**config.mk**
```make
export PLATFORM = sky130hd
export DESIGN_NAME = exc_arbiter
export DESIGN_NICKNAME = d
export VERILOG_FILES = /design/src/rtl/exc_arbiter.sv
export SDC_FILE = /design/constraint.sdc
export NUM_CORES = 1
export LEC_CHECK = 0
export ABC_AREA = 1
export CELL_PAD_IN_SITES_DETAIL_PLACEMENT = 0
export CELL_PAD_IN_SITES_GLOBAL_PLACEMENT = 2
export CORE_AREA = 10 10 54 77
export DETAILED_ROUTE_END_ITERATION = 16
export DIE_AREA = 0 0 64 87
export DONT_BUFFER_PORTS = 1
export HOLD_SLACK_MARGIN = 0.1
export PLACE_DENSITY_LB_ADDON = 0.08
export SETUP_SLACK_MARGIN = 0.1
export SLEW_MARGIN = 20
export SYNTH_ARGS = -nofsm -noshare
export SYNTH_HDL_FRONTEND = slang
export SYNTH_SLANG_ARGS = --single-unit
```
**constraint.sdc**
```tcl
create_clock -name clk -period 2.1 [get_ports clk]
set_input_delay 0.63 -clock clk [delete_from_list [all_inputs] [get_ports clk]]
set_output_delay 0.63 -clock clk [all_outputs]
set_load 0.05 [all_outputs]
```
**src/rtl/exc_arbiter.sv**
```systemverilog
// exc_arbiter: prioritises sync exceptions and masked edge interrupts into one registered CP0 request
module exc_arbiter #(
  parameter int NUM_IRQ = 4
) (
  input  logic               clk,
  input  logic               rst,
  input  logic               inst_valid,
  input  logic               stall,
  input  logic               is_syscall,
  input  logic               is_illegal,
  input  logic               is_ovf,
  input  logic [NUM_IRQ-1:0] irq,
  input  logic               mask_we,
  input  logic [NUM_IRQ-1:0] mask_din,
  input  logic               is_eret,
  input  logic               exp_block,
  output logic               exp_valid,
  output logic [2:0]         exp_src,
  output logic               flush,
  output logic               in_handler,
  output logic [NUM_IRQ-1:0] pending,
  output logic [NUM_IRQ-1:0] irq_mask,
  output logic               double_fault
);
  typedef enum logic [1:0] {IDLE, ISSUE, HANDLER} state_t;
  state_t state, state_nx;
  logic [NUM_IRQ-1:0] irq_q, req, gnt, clr;
  logic [2:0] win;
  logic sync_exc, take;
  always_comb begin
    req = pending & irq_mask;
    gnt = '0;
    win = 3'b000;
    for (int k = NUM_IRQ - 1; k >= 0; k--)
      if (req[k]) begin
        gnt = '0;
        gnt[k] = 1'b1;
        win = 3'(4 + k);
      end
    sync_exc = is_illegal | is_syscall | is_ovf;
    win = is_illegal ? 3'b010 : is_syscall ? 3'b001 : is_ovf ? 3'b011 : win;
    take = (state == IDLE) & inst_valid & ~stall & (sync_exc | (|req));
    clr = (take & ~sync_exc) ? gnt : '0;
  end
  always_comb begin
    state_nx = state;
    case (state)
      IDLE:    state_nx = take ? ISSUE : IDLE;
      ISSUE:   state_nx = exp_block ? ISSUE : HANDLER;
      HANDLER: state_nx = is_eret ? IDLE : HANDLER;
      default: state_nx = IDLE;
    endcase
  end
  assign exp_valid  = state == ISSUE;
  assign in_handler = state == HANDLER;
  always_ff @(posedge clk) begin
    if (rst) begin
      state        <= IDLE;
      exp_src      <= 3'b000;
      flush        <= 1'b0;
      irq_q        <= '0;
      pending      <= '0;
      irq_mask     <= '0;
      double_fault <= 1'b0;
    end else begin
      state        <= state_nx;
      irq_q        <= irq;
      pending      <= (pending & ~clr) | (irq & ~irq_q);
      irq_mask     <= mask_we ? mask_din : irq_mask;
      exp_src      <= take ? win : (state == ISSUE && !exp_block) ? 3'b000 : exp_src;
      flush        <= (state == ISSUE) & ~exp_block;
      double_fault <= double_fault | ((state == HANDLER) & inst_valid & sync_exc);
    end
  end
endmodule

```
### Word-level counts from Yosys, hierarchy flattened

Index checks and enable logic that the tools add are counted.

* word-level logic and storage cells: 52
* input port bits: 18
* flip-flop bits (word level): 19
* output and inout bits: 15

* bitwise operators: 20
* eq/ne operators: 2
* muxes and demuxes: 18
* reductions and logical operators: 5

Operator list (number)
* $mux 3: 9
* $mux 4: 5
* $and 4x4->4: 3
* $not 4->4: 2
* $and 1x1->1: 7
* $pmux 2 s3: 1
* $mux 2: 2
* $or 1x1->1: 4
* $or 4x4->4: 1
* $reduce_or 4->1: 1
* $not 1->1: 3
* $eq 2x1->1 const B: 1
* $eq 2x2->1 const B: 1
* $logic_not 2->1: 1
* $reduce_bool 2->1: 1
* $logic_and 1x1->1: 1
* $logic_not 1->1: 1
* $mux 1: 1

### Longest topological paths before layout

Gate-level depths: netlist of run 1.

* depth after elaboration: 9
* depth in mapped cells: 9
* gate-level depth less buffers: 9

### Worst setup path before layout of run 1

OpenSTA, ideal clock, no wires.

* kind: reg-to-output
* start: register state[1]
* end: output port in_handler
* buffers on the path: 0
* slack: 0.393 ns
* cell stages (with the launch flop): 3
* arrival time: 1.077 ns
* data required time: 1.470 ns
* path through: dfxtp_1 inv_1 nor2_1

* cells in the longest elaborated chain, start to end: 1

Ends and longest elaborated chain
* from (decl): line 26 `state_t state, state_nx;`
* from (signal assigned): line 66 `state <= state_nx;`
* $eq 2x2->1: line 55 `assign in_handler = state == HANDLER;`
* to (decl): line 20 `output logic in_handler,`

Every way passes these cells.

### Final worst setup path of run 1

* start: register state[0]
* end: output port exp_valid

* cells in the longest elaborated chain, start to end: 1

Ends and longest elaborated chain
* $eq 2x1->1: line 54 `assign exp_valid = state == ISSUE;`
* to (decl): line 17 `output logic exp_valid,`

Every way passes these cells.

==> impl_metrics.csv, run 1 <==
group,metric,value,unit
status,status,"finished clean",
placed_design,io_buffer_count,0,
timing,period_minus_slack,1.76,ns
floorplanning,design.core.area,2850,um2
clock_tree,postCtsHoldBufs,0,
synthesis,syn_inst,131,
synthesis,yosysSeqAreaShare,42.9,%
critical_path,cp_data_arrival_time,1.13,ns
clock_tree,cts_root_buf,"clkbuf_8",
placed_design,placed_area,998,um2
placed_design,place_ws,0.522,ns
global_routing,grtUsageTotal,8.63,%
route,ant_nets,0,
route,vias,736,
timing,relSlewSlack,59.0,%
worst_hold_path,holdCritStartpoint,"rst",
critical_path,crit_fanout,3,
cells_and_area,final_util,36.6,%
route,wl,2.18,mm
global_routing,antenna_found_initial,0,
clock_tree,cts.sinks,19,
timing,timing.hold.ws,0.434,ns
route,drc,0,
route,wl_met1,844,um
timing,hold_viol,0,
clock_tree,cts_buffer_depth,2,
global_routing,grt-ovfl-total,0,
cells_and_area,antenna_cells,0,
cells_and_area,mostFrequentLayoutCells,"nand2_1 (31), inv_1 (25), nor2_1 (24)",
job,cap_violations,0,
synthesis,yosysWarnings,0,
worst_hold_path,hold_class,"in -> reg",
clock_tree,cts.reportedPaths.clkPinSlew,0.07,ns
synthesis,synthesis.nets,149,
route,via_per_inst,4.04,
clock_tree,tritoncts,"done",
placed_design,dpl.hpwl,1.79,mm
global_routing,grt_pass1_wl,3.75,mm
clock_tree,htree_levels,1,
global_routing,grt_pass1_vias,802,
pwr,powerDensity,794,nW/um2
floorplanning,ios,33,
floorplanning,dieArea,5570,um2
floorplanning,start_util,31.1,%
timing,setup_violations,0,
timing,period_share,83.6,%
route,met2_wirelength,1.09,mm
clock_tree,cts_buffers,3,
route,wl_met3,210,um
floorplanning,rows,24,
timing,rsz0062_at_grt,"no",
cells_and_area,area_growth,17.8,%
cells_and_area,finalNetCount,162,
cells_and_area,layout_commonest_cell,"nand2_1",
critical_path,critical_path.startpoint_type,"flop",
clock_tree,cts_resized,0,
timing,layout_setup_ws,0.345,ns
pwr,vdd_ir_drop_max,0.377,mV
placed_design,gp_congestion,0.704,
timing,skew,0.00193,ns
route,wl_per_cell,12.0,um
synthesis,synth_area,886,um2
cells_and_area,drive_gt1_share,18.9,%
cells_and_area,final_cell_area,1040,um2
floorplanning,die_x,64,um
global_routing,grt_max_degree,16,
critical_path,crit_start,"state[0]",
timing,final_max_slew_viol_count,0,
timing,fin_tns_setup,0,ns
critical_path,timing.rr.start,"state[0]",
synthesis,syn_area_per_cell,6.76,um2
floorplanning,die_y,87,um
synthesis,synth_seq_cells,19,
pwr,leakagePower,0.000537,uW
route,highest-signal-layer,"met4",
route,drt-initial-drc-count,15,
timing,tightest_slew,0.615,ns
timing,fmax,0.570,GHz
cells_and_area,fillers,326,
route,firstDrtPassIters,4,
clock_tree,cts_setup_buffers,0,
critical_path,crit_type,"reg -> out",
synthesis,ys_types,16,
critical_path,cp-end-kind,"output pin",
clock_tree,clk_latency,0.26,ns
critical_path,cp.required,1.47,ns
## logic make-up (layout without fill, tap and decap cells)
family                 after synthesis  count (layout)  share of synthesized area, %
buffers and inverters               30              42                          12.7
AOI/OAI and AO/OA                   10              10                          5.79
and+or+nand+nor                     72              72                          38.6
DFF                                 19              19                          42.9
## per-layer routing
metal,GRT usage [%],vias up
met2,15.2,24
li1,-,406
met3,4.12,4
met1,7.98,302
met5,0,-
met4,4.79,0
## critical path, stage by stage, from the launching register on
cell	delay, ns
dfxtp_1	0.34
inv_1	0.05
nor2_2	0.47
## cells in the mapped netlist (all sizes together)
cell     n  share of area, %
nand2   36                19
nor2    30                16
inv     29                12
dfxtp   19                43
a21oi    5               2.8
nand3    5               2.8
o21ai    4               2.3
a31oi    1              0.71
clkbuf   1              0.42
nand3b   1              0.85
## power by group
part           total, uW  switching, uW  internal [uW]
clock network        258            123            135
registers            410           26.2            383
logic                160            112           48.4
## sequential cells by signal, indices dropped and copies added, names as in the netlist
register / cells
flush: 1
state: 2
double_fault: 1
exp_src: 3
pending: 4
irq_q: 4
irq_mask: 4
## final cells by class
class                           count  area, um2  share of cell area [%]
Clock buffer                        4       45.0                    4.32
Inverter                           29        109                    10.4
Multi-Input combinational cell     82        393                    37.6
Sequential cell                    19        380                    36.5
Tap cell                           39       48.8                    4.68
Timing Repair Buffer                9       67.6                    6.47
## per-stage QoR
stage          power, uW  std cells
3_3_place_gp         581        178
2_1_floorplan        546        131
5_1_grt              878        182
6_report             828        182
3_5_place_dp         582        178
4_1_cts              842        182
## final timing paths
check	end	slack [ns]	depth (start not counted)
worst max-delay path	exp_valid	0.34	2
worst min-delay path	exp_src[1]	0.43	1
worst max register to register	exp_src[2]	0.54	7
worst min register to register	pending[1]	0.45	3
Power figures use the tool's default switching activity.
==> run 2, diff against run 1 <==
--- a/config.mk
+++ b/config.mk
@@ -8,9 +8,9 @@
 export ABC_AREA = 1
 export CELL_PAD_IN_SITES_DETAIL_PLACEMENT = 0
 export CELL_PAD_IN_SITES_GLOBAL_PLACEMENT = 2
-export CORE_AREA = 10 10 54 77
+export CORE_AREA = 10 10 56 80
 export DETAILED_ROUTE_END_ITERATION = 16
-export DIE_AREA = 0 0 64 87
+export DIE_AREA = 0 0 66 90
 export DONT_BUFFER_PORTS = 1
 export HOLD_SLACK_MARGIN = 0.1
 export PLACE_DENSITY_LB_ADDON = 0.08
==> constraint.sdc (replaced) <==
create_clock -name clk -period 1.7 [get_ports clk]
set_input_delay 0.51 -clock clk [delete_from_list [all_inputs] [get_ports clk]]
set_output_delay 0.51 -clock clk [all_outputs]
set_load 0.05 [all_outputs]
==> run 2 against run 1 <==
  * Critical path depth rose by 1
  * Utilization shrank 2.4 points
  * First-iteration DRC count fell by 27%
  * Clock power increased by 23%
  * Setup slack worse by 0.14 ns
  * Critical endpoint unchanged
  * Final cell count increased by 1.1%
  * Register-to-register slack lost 0.14 ns
  * Combinational power grew 24%
  * Sequential cell count is the same
==> impl_metrics.csv, run 2 (same netlist as run 1, synthesis figures left out) <==
group,metric,value,unit
status,status,"finished clean",
worst_hold_path,hold_class,"in -> reg",
pwr,power,1030,uW
cells_and_area,finalNetCount,163,
clock_tree,cts_setup_buffers,0,
floorplanning,die_x,66,um
timing,fin_tns_setup,0,ns
critical_path,r2r_end,"exp_src[2]",
timing,period_minus_slack,1.49,ns
route,met2_wirelength,1.12,mm
floorplanning,dieArea,5940,um2
route,drt-initial-drc-count,11,
critical_path,ff2ff_path_depth,8,
critical_path,timing.rr.start,"state[0]",
route,drc,0,
job,cap_violations,0,
clock_tree,htree_levels,1,
floorplanning,rows,25,
cells_and_area,mostFrequentLayoutCells,"nand2_1 (31), inv_1 (25), nor2_1 (23)",
critical_path,cp.required,1.19,ns
floorplanning,start_util,28.6,%
timing,fmax,0.670,GHz
critical_path,critical_path.startpoint_type,"flop",
cells_and_area,layout_commonest_cell,"nand2_1",
timing,rsz0062_at_grt,"no",
timing,tightest_slew,0.525,ns
critical_path,cp-end-kind,"output pin",
global_routing,grt_max_degree,16,
clock_tree,cts_buffer_depth,2,
floorplanning,die_y,90,um
pwr,leakagePower,0.000545,uW
pwr,vdd_ir_drop_max,0.455,mV
route,via_per_inst,4.15,
timing,skew,0.00414,ns
clock_tree,clk_latency,0.26,ns
placed_design,gp_congestion,0.671,
critical_path,r2r_setup_slack,0.40,ns
clock_tree,cts_buffers,3,
global_routing,grt-ovfl-total,0,
worst_hold_path,holdCritStartpoint,"rst",
clock_tree,cts_root_buf,"clkbuf_8",
timing,hold_viol,0,
critical_path,crit_type,"reg -> out",
route,wl,2.24,mm
route,wl_per_cell,12.2,um
route,vias,764,
clock_tree,cts.sinks,19,
floorplanning,design.core.area,3100,um2
worst_hold_path,min_to,"state[0]",
route,wl_met3,256,um
timing,period_share,87.8,%
cells_and_area,antenna_cells,0,
worst_hold_path,holdPathStages,1,
cells_and_area,reg_top3,"irq_mask: 4 flops, irq_q: 4 flops, pending: 4 flops",
route,highest-signal-layer,"met4",
route,ant_nets,0,
cells_and_area,drive_gt1_share,20.8,%
timing,relSlewSlack,64.9,%
placed_design,dpl.hpwl,1.83,mm
global_routing,antenna_found_initial,0,
route,wl_met1,819,um
critical_path,cp_data_arrival_time,0.98,ns
timing,final_max_slew_viol_count,0,
global_routing,grt_pass1_vias,781,
timing,setup_violations,0,
global_routing,grt_pass1_wl,3.73,mm
floorplanning,ios,33,
cells_and_area,area_growth,19.6,%
clock_tree,tritoncts,"done",
placed_design,io_buffer_count,0,
global_routing,grtUsageTotal,7.98,%
route,firstDrtPassIters,2,
critical_path,crit_fanout,3,
clock_tree,cts.reportedPaths.clkPinSlew,0.07,ns
pwr,powerDensity,969,nW/um2
## run 2: cell count changes in the layout (fill, tap and decap cells not counted), sizes merged
cell and delta:
buf +1, clkinv +1, clkbuf -1
## run 2: worst max-delay path by stage
| stage | from | end | slack [ns] | cells after the start |
|---|---|---|---|---|
| CTS | state[1] | in_handler | 0.16 | 3 |
| floorplan | state[1] | in_handler | 0.11 | 2 |
| global route | state[1] | in_handler | 0.13 | 3 |
| finish | state[0] | exp_valid | 0.21 | 3 |
| detailed placement | is_ovf | exp_src[2] | 0.39 | 8 |
| global placement | is_ovf | pending[1] | 0.39 | 9 |
## run 2: what timing repair did
item | CTS | global route
gates resized for setup | 0 | 2
endpoints found under the hold margin | 0 | 0
setup endpoints to repair | 0 | 1
hold buffers | 0 | 0
## run 2: worst max-delay path, cell delays in order, from the launching register on
cell and delay [ns]:
dfxtp_1 0.37, inv_1 0.06, nor2_2 0.08, buf_4 0.21
## run 2: final cells by class
cell class	instances	area, um2
Fill cell	357	2040
Multi-Input combinational cell	82	395
Sequential cell	19	380
Inverter	29	109
Timing Repair Buffer	10	78.8
Tap cell	40	50.0
Clock buffer	3	41.3
Clock inverter	1	5.00
## run 2: stage by stage
step                      hold WS (ns)  std cells  instance area, um2  worst slack (ns)  utilization (%)
final                            0.312        184                1060             0.207             34.2
after global routing             0.295        184                1060             0.134             34.2
after CTS                        0.300        184                1050             0.164             34.0
after detailed placement         0.439        180                1010             0.389             32.5
after global placement           0.441        180                1010             0.391             32.5
after floorplan                  0.429        131                 886             0.113                -
## run 2: metal layers
| metal | vias to the layer above | global-route usage [%] |
|---|---|---|
| met3 | 4 | 4.10 |
| met4 | 0 | 3.68 |
| met1 | 326 | 8.03 |
| met5 | - | 0 |
| met2 | 23 | 13.1 |
| li1 | 411 | - |
## run 2: where the power goes
group / leakage [uW] / switching, uW / internal [uW]
combinational: 0.000363 / 137 / 62.0
clock: 0.0000255 / 155 / 163
sequential: 0.000157 / 36.7 / 474
==> run 3, diff against run 2 <==
--- a/config.mk
+++ b/config.mk
@@ -8,9 +8,9 @@
 export ABC_AREA = 1
 export CELL_PAD_IN_SITES_DETAIL_PLACEMENT = 0
 export CELL_PAD_IN_SITES_GLOBAL_PLACEMENT = 2
-export CORE_AREA = 10 10 56 80
+export CORE_AREA = 5 5 51 75
 export DETAILED_ROUTE_END_ITERATION = 16
-export DIE_AREA = 0 0 66 90
+export DIE_AREA = 0 0 56 80
 export DONT_BUFFER_PORTS = 1
 export HOLD_SLACK_MARGIN = 0.1
 export PLACE_DENSITY_LB_ADDON = 0.08
==> run 3 against run 2 <==
  * Cell area down 0.59%
  * Global-route usage rose by 2.3 points
  * Register-to-register slack improved by 0.04 ns
  * Sequential share of layout area increased by 0.21 points
  * Setup slack lost 0.013 ns
  * Clock skew is essentially flat
  * Final cell count is the same
  * Non-clock buffer count did not move
  * Critical path depth did not move
==> impl_metrics.csv, run 3 (same netlist as run 1, synthesis figures left out) <==
group,metric,value,unit
floorplanning,start_util,28.6,%
global_routing,grtUsageTotal,10.3,%
critical_path,cp_data_arrival_time,1.00,ns
critical_path,crit_chain,"inv_1 > nor2_1 > buf_4",
timing,relSlewSlack,65.5,%
cells_and_area,layout_commonest_cell,"nand2_1",
route,wl,2.09,mm
timing,setup_violations,0,
route,vias,759,
cells_and_area,final_cell_area,1050,um2
critical_path,critical_path.startpoint_type,"flop",
cells_and_area,fillers,349,
route,wl_met3,181,um
cells_and_area,area_growth,18.9,%
timing,skew,0.00406,ns
clock_tree,cts.sinks,19,
clock_tree,clk_latency,0.26,ns
timing,period_share,88.6,%
timing,tightest_slew,0.516,ns
timing,final_max_slew_viol_count,0,
critical_path,path_buf_inv,2,
clock_tree,cts_root_buf,"clkbuf_8",
floorplanning,rows,25,
cells_and_area,antenna_cells,0,
timing,period_minus_slack,1.51,ns
placed_design,placed_area,1010,um2
worst_hold_path,hold_class,"in -> reg",
cells_and_area,regArea,380,um2
pwr,leakagePower,0.000545,uW
floorplanning,ios,33,
timing,rsz0062_at_grt,"no",
cells_and_area,reg_top3,"irq_mask: 4 flops, irq_q: 4 flops, pending: 4 flops",
pwr,powerDensity,973,nW/um2
global_routing,grt_max_degree,16,
clock_tree,cts_setup_buffers,0,
job,cap_violations,0,
global_routing,grt_pass1_vias,806,
critical_path,slowest_stage,"dfxtp_1",
clock_tree,htree_levels,1,
cells_and_area,drive_gt1_share,20.1,%
critical_path,cp-end-kind,"output pin",
route,ant_nets,0,
placed_design,gp_congestion,0.671,
floorplanning,dieArea,4480,um2
route,wl_met1,756,um
placed_design,dpl.hpwl,1.68,mm
route,via_per_inst,4.13,
critical_path,crit_type,"reg -> out",
clock_tree,tritoncts,"done",
floorplanning,design.core.area,3100,um2
clock_tree,cts_buffers,3,
route,drt-initial-drc-count,9,
global_routing,antenna_found_initial,0,
route,drc,0,
timing,timing.hold.ws,0.312,ns
clock_tree,cts_buffer_depth,2,
route,wl_per_cell,11.3,um
placed_design,io_buffer_count,0,
status,status,"finished clean",
critical_path,cp_top_family,"flip-flops",
cells_and_area,finalNetCount,163,
route,highest-signal-layer,"met4",
route,met2_wirelength,1.11,mm
global_routing,grt_pass1_wl,3.59,mm
floorplanning,die_y,80,um
cells_and_area,mostFrequentLayoutCells,"nand2_1 (31), inv_1 (25), nor2_1 (24)",
clock_tree,cts_resized,0,
global_routing,grt-ovfl-total,0,
pwr,vdd_ir_drop_max,0.418,mV
timing,fmax,0.664,GHz
critical_path,max_stage_delay,0.34,ns
critical_path,cp.required,1.19,ns
timing,hold_viol,0,
timing,fin_tns_setup,0,ns
critical_path,crit_fanout,2,
clock_tree,postCtsHoldBufs,0,
route,firstDrtPassIters,4,
clock_tree,cts.reportedPaths.clkPinSlew,0.07,ns
floorplanning,die_x,56,um
cells_and_area,multi_input_area,393,um2
-- run 3: power breakdown --
part	switching, uW	internal (uW)
logic	137	61.5
registers	36.3	474
clock network	154	163
-- run 3: cell type report --
| type | count | share of cell area, % |
|---|---|---|
| multi-input cells | 82 | 37.3 |
| flip-flops and latches | 19 | 36.1 |
| repair buffers | 10 | 7.13 |
| clock buffers | 3 | 3.92 |
| clock inverters | 1 | 0.475 |
| inverters | 29 | 10.3 |
| well taps | 40 | 4.75 |
-- run 3: worst reg2reg max path, cell delays in order, from the launching register on --
cell and delay, ns:
dfxtp_1 0.36, inv_1 0.06, nor2_2 0.07, buf_4 0.21
nand2_1 0.18, inv_1 0.10, nor2_2 0.04, nor2_1 0.10
nor2_2 0.04
-- run 3: final timing paths --
path | from | end | slack, ns | depth (start not counted)
min reg2reg | irq_q[1] | pending[1] | 0.45 | 3
max reg2reg | state[0] | exp_src[2] | 0.44 | 8
max | state[1] | in_handler | 0.19 | 3
min | rst | state[1] | 0.31 | 1
-- run 3: layer usage --
layer	global-route usage (%)	vias up
met5	0	-
met4	4.28	0
met3	4.37	4
met2	18.9	26
met1	9.86	320
li1	-	409
-- run 3: per-stage QoR --
stage | cells | worst slack (ns) | utilization (%) | power, uW
6_report | 184 | 0.194 | 34.0 | 1020
5_1_grt | 184 | 0.113 | 34.0 | 1100
4_1_cts | 184 | 0.181 | 34.0 | 1050
3_5_place_dp | 180 | 0.386 | 32.5 | 722
3_3_place_gp | 180 | 0.392 | 32.5 | 722
2_1_floorplan | 131 | 0.113 | - | 675
